===== src/rtl/sum_acc_pkg.sv =====
// Shared types and default sizing for the sum_accumulator block.
package sum_acc_pkg;

  // Block FSM: gathering samples, or presenting a closed block result
  typedef enum logic [0:0] {
    ACCUM = 1'b0,
    HOLD  = 1'b1
  } state_t;

  localparam int DATA_W_DEF  = 16;
  localparam int ACC_W_DEF   = 24;
  localparam int COUNT_N_DEF = 8;

endpackage


===== src/rtl/sum_acc_add.sv =====
// Accumulator adder: ACC_W-wide add with carry-out.
// Optional macro SUM_ACC_SAT_EN: when defined, a carry clamps the sum to
// all-ones instead of wrapping modulo 2^ACC_W.
module sum_acc_add
  import sum_acc_pkg::*;
#(
  parameter int ACC_W = ACC_W_DEF
) (
  input  logic [ACC_W-1:0] acc,
  input  logic [ACC_W-1:0] addend,
  output logic [ACC_W-1:0] sum,
  output logic             carry
);

`ifdef SUM_ACC_SAT_EN
  localparam bit SAT = 1'b1;
`else
  localparam bit SAT = 1'b0;
`endif

  logic [ACC_W:0] raw;

  // Clamp to full scale on carry when saturation is built in, else wrap
  function automatic logic [ACC_W-1:0] sat_sel(input logic c, input logic [ACC_W-1:0] w);
    return (SAT && c) ? {ACC_W{1'b1}} : w;
  endfunction

  // One-bit-wider add exposes the carry out of bit ACC_W-1
  always_comb begin
    raw   = {1'b0, acc} + {1'b0, addend};
    carry = raw[ACC_W];
    sum   = sat_sel(raw[ACC_W], raw[ACC_W-1:0]);
  end

endmodule


===== src/rtl/sum_accumulator.sv =====
// sum_accumulator: sums blocks of COUNT_N unsigned samples (adder16 sums)
// into an ACC_W accumulator and presents each block result through a
// valid/ready handshake. A block closes on the COUNT_N-th accept or on a
// flush with at least one sample in it. Sticky out_ovf flags a carry.
// Optional macro SUM_ACC_SAT_EN: saturate the accumulator instead of wrapping.
// ACC_W must be >= DATA_W and COUNT_N must be >= 1.
module sum_accumulator
  import sum_acc_pkg::*;
#(
  parameter  int DATA_W  = DATA_W_DEF,
  parameter  int ACC_W   = ACC_W_DEF,
  parameter  int COUNT_N = COUNT_N_DEF,
  localparam int CNT_W   = $clog2(COUNT_N + 1)
) (
  input  logic              clk,
  input  logic              rst,
  input  logic              in_valid,
  output logic              in_ready,
  input  logic [DATA_W-1:0] in_data,
  input  logic              flush,
  output logic              out_valid,
  input  logic              out_ready,
  output logic [ACC_W-1:0]  out_acc,
  output logic [CNT_W-1:0]  out_count,
  output logic              out_ovf
);

  state_t            state;
  logic [ACC_W-1:0]  acc;
  logic [CNT_W-1:0]  cnt;
  logic              ovf;

  logic              accept;
  logic              close;
  logic [ACC_W-1:0]  add_sum;
  logic              add_carry;
  logic [ACC_W-1:0]  acc_nxt;
  logic [CNT_W-1:0]  cnt_nxt;
  logic              ovf_nxt;

  sum_acc_add #(
    .ACC_W (ACC_W)
  ) u_add (
    .acc    (acc),
    .addend (ACC_W'(in_data)),
    .sum    (add_sum),
    .carry  (add_carry)
  );

  // Input side is open only while gathering; no bypass from HOLD
  assign in_ready = (state == ACCUM);
  assign accept   = in_valid && in_ready;

  // Post-accept values, and the close decision (count reached or flush of a non-empty block)
  always_comb begin
    acc_nxt = acc;
    cnt_nxt = cnt;
    ovf_nxt = ovf;
    if (accept) begin
      acc_nxt = add_sum;
      cnt_nxt = cnt + CNT_W'(1);
      ovf_nxt = ovf | add_carry;
    end
    close = (state == ACCUM) &&
            ((accept && (cnt == CNT_W'(COUNT_N - 1))) ||
             (flush && ((cnt != '0) || accept)));
  end

  // Block FSM and output valid: close moves to HOLD, handshake returns to ACCUM
  always_ff @(posedge clk or posedge rst) begin
    if (rst) begin
      state     <= ACCUM;
      out_valid <= 1'b0;
    end else begin
      case (state)
        ACCUM: if (close) begin
          state     <= HOLD;
          out_valid <= 1'b1;
        end
        HOLD: if (out_ready) begin
          state     <= ACCUM;
          out_valid <= 1'b0;
        end
        default: state <= ACCUM;
      endcase
    end
  end

  // Running accumulator, sample counter and sticky overflow; cleared on handshake
  always_ff @(posedge clk or posedge rst) begin
    if (rst) begin
      acc <= '0;
      cnt <= '0;
      ovf <= 1'b0;
    end else if (state == ACCUM) begin
      acc <= acc_nxt;
      cnt <= cnt_nxt;
      ovf <= ovf_nxt;
    end else if (out_ready) begin
      acc <= '0;
      cnt <= '0;
      ovf <= 1'b0;
    end
  end

  // Result registers capture post-accept values on close and hold until the next close
  always_ff @(posedge clk or posedge rst) begin
    if (rst) begin
      out_acc   <= '0;
      out_count <= '0;
      out_ovf   <= 1'b0;
    end else if (close) begin
      out_acc   <= acc_nxt;
      out_count <= cnt_nxt;
      out_ovf   <= ovf_nxt;
    end
  end

endmodule

===== config.mk =====
export PLATFORM = sky130hd
export DESIGN_NAME = sum_accumulator
export DESIGN_NICKNAME = d
export VERILOG_FILES = /design/src/rtl/sum_acc_pkg.sv /design/src/rtl/sum_acc_add.sv /design/src/rtl/sum_accumulator.sv
export SDC_FILE = /design/constraint.sdc
export NUM_CORES = 1
export LEC_CHECK = 0
export BUFFER_PORTS_ARGS = -buffer_cell sky130_fd_sc_hd__buf_2
export CAP_MARGIN = 10
export CORE_UTILIZATION = 45
export DETAILED_ROUTE_END_ITERATION = 6
export PLACE_DENSITY = 0.67
export SLEW_MARGIN = 40
export SYNTH_ARGS = -nofsm -noshare
export SYNTH_HDL_FRONTEND = slang
export SYNTH_SLANG_ARGS = --single-unit

===== constraint.sdc =====
create_clock -name clk -period 3 [get_ports clk]
set_input_delay 0.45 -clock clk [delete_from_list [all_inputs] [get_ports clk]]
set_output_delay 0.45 -clock clk [all_outputs]
set_load 0.01 [all_outputs]

* After elaboration in Yosys (flattened, before gate mapping)
Index checks and enable logic that the tools add are counted.
** Operators by class
- $add $sub $neg :: 2
- Equality and inequality tests :: 3
- Muxes and demuxes :: 14
- Bitwise gates (word level) :: 2
- Reduce and logical (&&, ||, !) cells :: 8
** Operators by type and width (count)
- $mux 24 :: 3
- $add 24x16->25 :: 1
- $mux 4 :: 3
- $mux 1 :: 6
- $add 4x1->4 const B :: 1
- $eq 4x3->1 const B :: 1
- $logic_and 1x1->1 :: 4
- $pmux 1 s2 :: 2
- $reduce_bool 4->1 :: 1
- $logic_or 1x1->1 :: 2
- $ne 2x1->1 const B :: 1
- $ne 2x2->1 const B :: 1
- $reduce_and 2->1 :: 1
- $not 1->1 :: 1
- $or 1x1->1 :: 1
** Storage, ports and cells
- Bits in registers :: 60
- Input port bits :: 21
- Output and inout port bits :: 31

* Longest topological paths before layout
- Depth after elaboration :: 8
- Depth in mapped cells :: 8

* Cells and area by module
From an unflattened synthesis, not the netlist that was laid out.
** Unflattened totals
- Cells, all modules :: 407
- Area, all modules :: 4266.6 µm²
** Modules (own cells, without submodules)
- sum_accumulator :: instances 1, cells each 240, area each 3012.9 µm², seq. area each 1501.4 µm²
- sum_acc_add :: instances 1, cells each 167, area each 1253.7 µm², seq. area each 0.0 µm²

* Worst setup path before layout
OpenSTA, ideal clock, no wires.
- Kind :: input to register
- From :: input port in_data[6]
- To :: register out_acc[14]
- Arrival time :: 2.069 ns
- Required time :: 2.872 ns
- Slack :: 0.803 ns
- Cell stages on the path :: 7
- Path buffers :: 0
- Path through :: ha_1 a21o_1 a221oi_1 a21oi_1 o31ai_1 mux2i_1 a21oi_1
** Between the ends
- Longest elaborated chain between the ends :: 2
** RTL lines
- from (decl) :: RTL line sum_accumulator.sv:19 : input logic [DATA_W-1:0] in_data,
- $add 24x16->25 :: RTL line sum_acc_add.sv:30 : raw = {1'b0, acc} + {1'b0, addend};
- $mux 24 :: RTL line sum_accumulator.sv:59 : if (accept) begin
- to (signal assigned) :: RTL line sum_accumulator.sv:113 : out_acc <= acc_nxt;
- to (decl) :: RTL line sum_accumulator.sv:23 : output logic [ACC_W-1:0] out_acc,
Every way passes these cells.
A chain may end at the register's enable or synchronous reset.

* Worst setup path after layout
- From :: register acc[9]
- To :: register out_acc[21]
** Between the ends
- Longest elaborated chain between the ends :: 2
** RTL lines
- from (decl) :: RTL line sum_accumulator.sv:29 : logic [ACC_W-1:0] acc;
- from (signal assigned) :: RTL line sum_accumulator.sv:96 : acc <= acc_nxt;
- $add 24x16->25 :: RTL line sum_acc_add.sv:30
- $mux 24 :: RTL line sum_accumulator.sv:59
Every way passes these cells.

==> results.yml <==
run_status:
  outcome: "complete, no violations"
yosys:
  synth_area_per_cell_sq_um: 8.85
  yosysUniqueCellTypes: 59
  yosysSeqAreaShare_pct: 41.9
  synth_warnings: 0
  synth_top_area_share_pct: 41.9
  ys_ff_latch: 60
  ys_async_sr_fraction_pct: 100
  netlist.top_cell.by_area: "dfrtp_1"
  synthCells: 405
  ys_dominant_reg_cell: "dfrtp_1"
  syn-num-nets: 445
  synth_compound_area_share_pct: 23.0
  synthMuxAreaShare_pct: 2.23
  synth_top_family_by_area: "compound AO/OA/AOI/OAI gates"
  synthAdderAreaFrac_pct: 6.84
  synth_xor_area_share_pct: 3.18
  yosys.area_share.simple_pct: 19.8
  netlist_area_sq_um: 3580
  netlist_top_cells_area: "dfrtp_1 42%, nand2_1 7.8%, ha_1 6.3%"
  synth-edff-count: 0
worst_setup_path:
  start_kind: "flip-flop"
  r2r_cells: 7
  startpoint: "acc[9]$_DFFE_PP0P_"
  reg2reg_slack_ns: 0.50
  max_stage_delay_ns: 0.59
  worstSetupEndpointType: "flip-flop"
  critPathMaxFanout: 13
  r2r-end: "out_acc[21]$_DFFE_PP0P_"
  regToRegStartpoint: "acc[9]$_DFFE_PP0P_"
  crit_slowest_cell: "or4_1"
  path_class: "reg -> reg"
  cp_cell_sequence: "ha_1 > a21oi_1 > o21bai_1 > a221oi_2 > o21a_1 > or4_1 > a31oi_1"
  cp_data_arrival_time_ns: 2.76
  worstPathRequired_ns: 3.27
sta:
  relSlewSlack_pct: 48.8
  worst_slew_pin_slew_ns: 0.766
  finalHoldViolations: 0
  rsz0062_at_grt: "false"
  skew_ns: 0.00843
  drv_slew: 0
  setup_viol: 0
  final.setup.tns_ns: 0
  finalCriticalPeriod_ns: 2.50
  fmax_mhz: 401
  timing.final.crit_share_pct: 83.2
cells_and_area:
  mostFrequentLayoutCells: "74 x nand2_1, 60 x dfrtp_1, 51 x buf_2"
  n_antenna_cell: 0
  stdcell_count: 564
  nNetsFinal: 497
  final_layout_size_suffix_gt1_share_pct: 18.6
  fillers: 728
  areaGrowthSynthToFinish_pct: 17.2
  layout_commonest_cell: "nand2_1"
place:
  place.gp.congestion: 0.901
  port_buffers: 51
  dp_hpwl_mm: 6.13
  numPlacedInstances: 548
die:
  die_height_um: 91.2
  start_util_pct: 46.4
  rows: 32
  core_area_sq_um: 7730
  chipWidth_um: 91.2
  io_pins: 52
  dieArea_sq_um: 8320
hold_path:
  min_path_type: "in -> async"
global_routing:
  antenna_found_initial: 0
  gr-total-overflow: 0
  grt_pass1_wl_mm: 15.1
  grt_util_all_layers_pct: 23.1
  grt_pass1_vias: 3075
  grt_max_degree: 61
power_and_ir_drop:
  pwr-share-comb_pct: 48.6
  pwr-share-seq_pct: 31.8
  total_leakage_power_nw: 1.96
  switching_power_mw: 1.87
  clkPwrFrac_pct: 19.6
  power_per_cell_area_nw_per_um2: 1060
  p_int_mw: 2.59
  swShare_pct: 41.9
  ir_drop_v: 0.000412
clock_network:
  holdBufCountCts: 0
  clk_latency_ns: 0.35
  htree_levels: 3
  ctsLongestPathBuffers: 2
  cts_setup_buffers: 0
  numCtsBuffers: 9
  clock-sinks: 60
  clk_pin_slew_ns: 0.07
  cts_resized: 0
  cts_root_buf: "clkbuf_8"
  cts_tree: "done"
routing:
  postRouteAntennaNets: 0
  drc: 0
  wl_per_cell_um: 15.7
  vias: 3192
  firstDrtPassIters: 5
  drt-total-wl_mm: 8.87
  viasPerCell: 5.66
  drtIter0Drc: 204
job:
  drv_cap: 0
## final cells by class
cell class | instances | area, sq um | area share (%)
Sequential cell | 60 | 1500 | 35.7
Clock inverter | 4 | 70.1 | 1.67
Tap cell | 102 | 128 | 3.04
Timing Repair Buffer | 60 | 327 | 7.77
Inverter | 9 | 33.8 | 0.804
Clock buffer | 12 | 165 | 3.93
Multi-Input combinational cell | 317 | 1980 | 47.0
## logic make-up after synthesis
kind of cell,Yosys count
and+or+nand+nor,152
adders and majority gates,19
DFF,60
AOI/OAI and AO/OA,125
buffers and inverters,28
muxes,8
xor gates and xnor gates,13
## power groups by stage
| stage | registers [mW] | clock network, mW | logic, mW |
|---|---|---|---|
| after floorplan | 1.46 | 0 | 1.50 |
| after global placement | 1.42 | 0 | 2.12 |
| after detailed placement | 1.43 | 0 | 2.15 |
| after CTS | 1.42 | 0.890 | 2.17 |
| after global routing | 1.47 | 0.927 | 2.42 |
| final | 1.42 | 0.874 | 2.16 |
## Yosys cell counts, types with 2 or more instances
cell type and count:
o21ai_1 4, o22ai_1 10, and2_1 4, nand4_1 4, o21ai_0 24, a21oi_1 18, dfrtp_1 60, a211oi_1 2
clkbuf_1 15, mux2i_1 8, xnor2_1 10, inv_1 9, a21o_1 9, nand3_1 10, o31ai_1 3, a21bo_1 2
nor2b_1 3, a211o_1 2, nor2_1 26, o211ai_1 10, nor3_1 5, a31oi_1 19, or4_1 3, buf_2 2
or2_2 2, or3_1 5, xor2_1 3, nand3b_1 5, o21bai_1 2, nand2_1 74, o21a_1 3, ha_1 18
a221oi_1 3, and3_1 3
## state kept, by name (all words and copies together), names as in the netlist
| signal | flops |
|---|---|
| acc | 24 |
| cnt | 4 |
| out_acc | 24 |
| out_count | 4 |
| out_ovf | 1 |
| out_valid | 1 |
| ovf | 1 |
| state | 1 |
## routing by layer
layer / GRT usage, % / routed length [um] / up-vias
met1: 31.1 / 4110 / 1537
met3: 4.61 / 390 / 9
met4: 7.67 / 118 / 0
li1: - / - / 1575
met2: 37.2 / 4250 / 71
met5: 0 / 0 / -
## per-stage QoR
stage | instance area (sq um) | util [%] | power, mW | setup WS, ns | hold WS, ns
2_1_floorplan | 3580 | - | 2.96 | 0.803 | 0.464
6_report | 4200 | 54.4 | 4.45 | 0.504 | 0.220
5_1_grt | 4200 | 54.4 | 4.82 | 0.287 | 0.280
3_3_place_gp | 3960 | 51.3 | 3.53 | 0.454 | 0.456
4_1_cts | 4200 | 54.3 | 4.48 | 0.497 | 0.350
3_5_place_dp | 3960 | 51.3 | 3.59 | 0.385 | 0.467
## worst max path at each step
stage,cells after the start,end,slack [ns]
after floorplan,7,out_acc[14]$_DFFE_PP0P_,0.80
after global placement,8,out_acc[19]$_DFFE_PP0P_,0.45
after detailed placement,8,out_acc[19]$_DFFE_PP0P_,0.38
after CTS,7,out_acc[19]$_DFFE_PP0P_,0.50
after global routing,7,out_acc[19]$_DFFE_PP0P_,0.29
final,7,out_acc[21]$_DFFE_PP0P_,0.50
## worst max-delay path: cells and delay by family, from the launching register on
family | cells | cell delay (ns)
and+or+nand+nor | 1 | 0.59
adders and majority gates | 1 | 0.40
DFF | 1 | 0.43
AOI/OAI and AO/OA | 5 | 1.00
No activity file was read; power rests on OpenSTA's default activity.
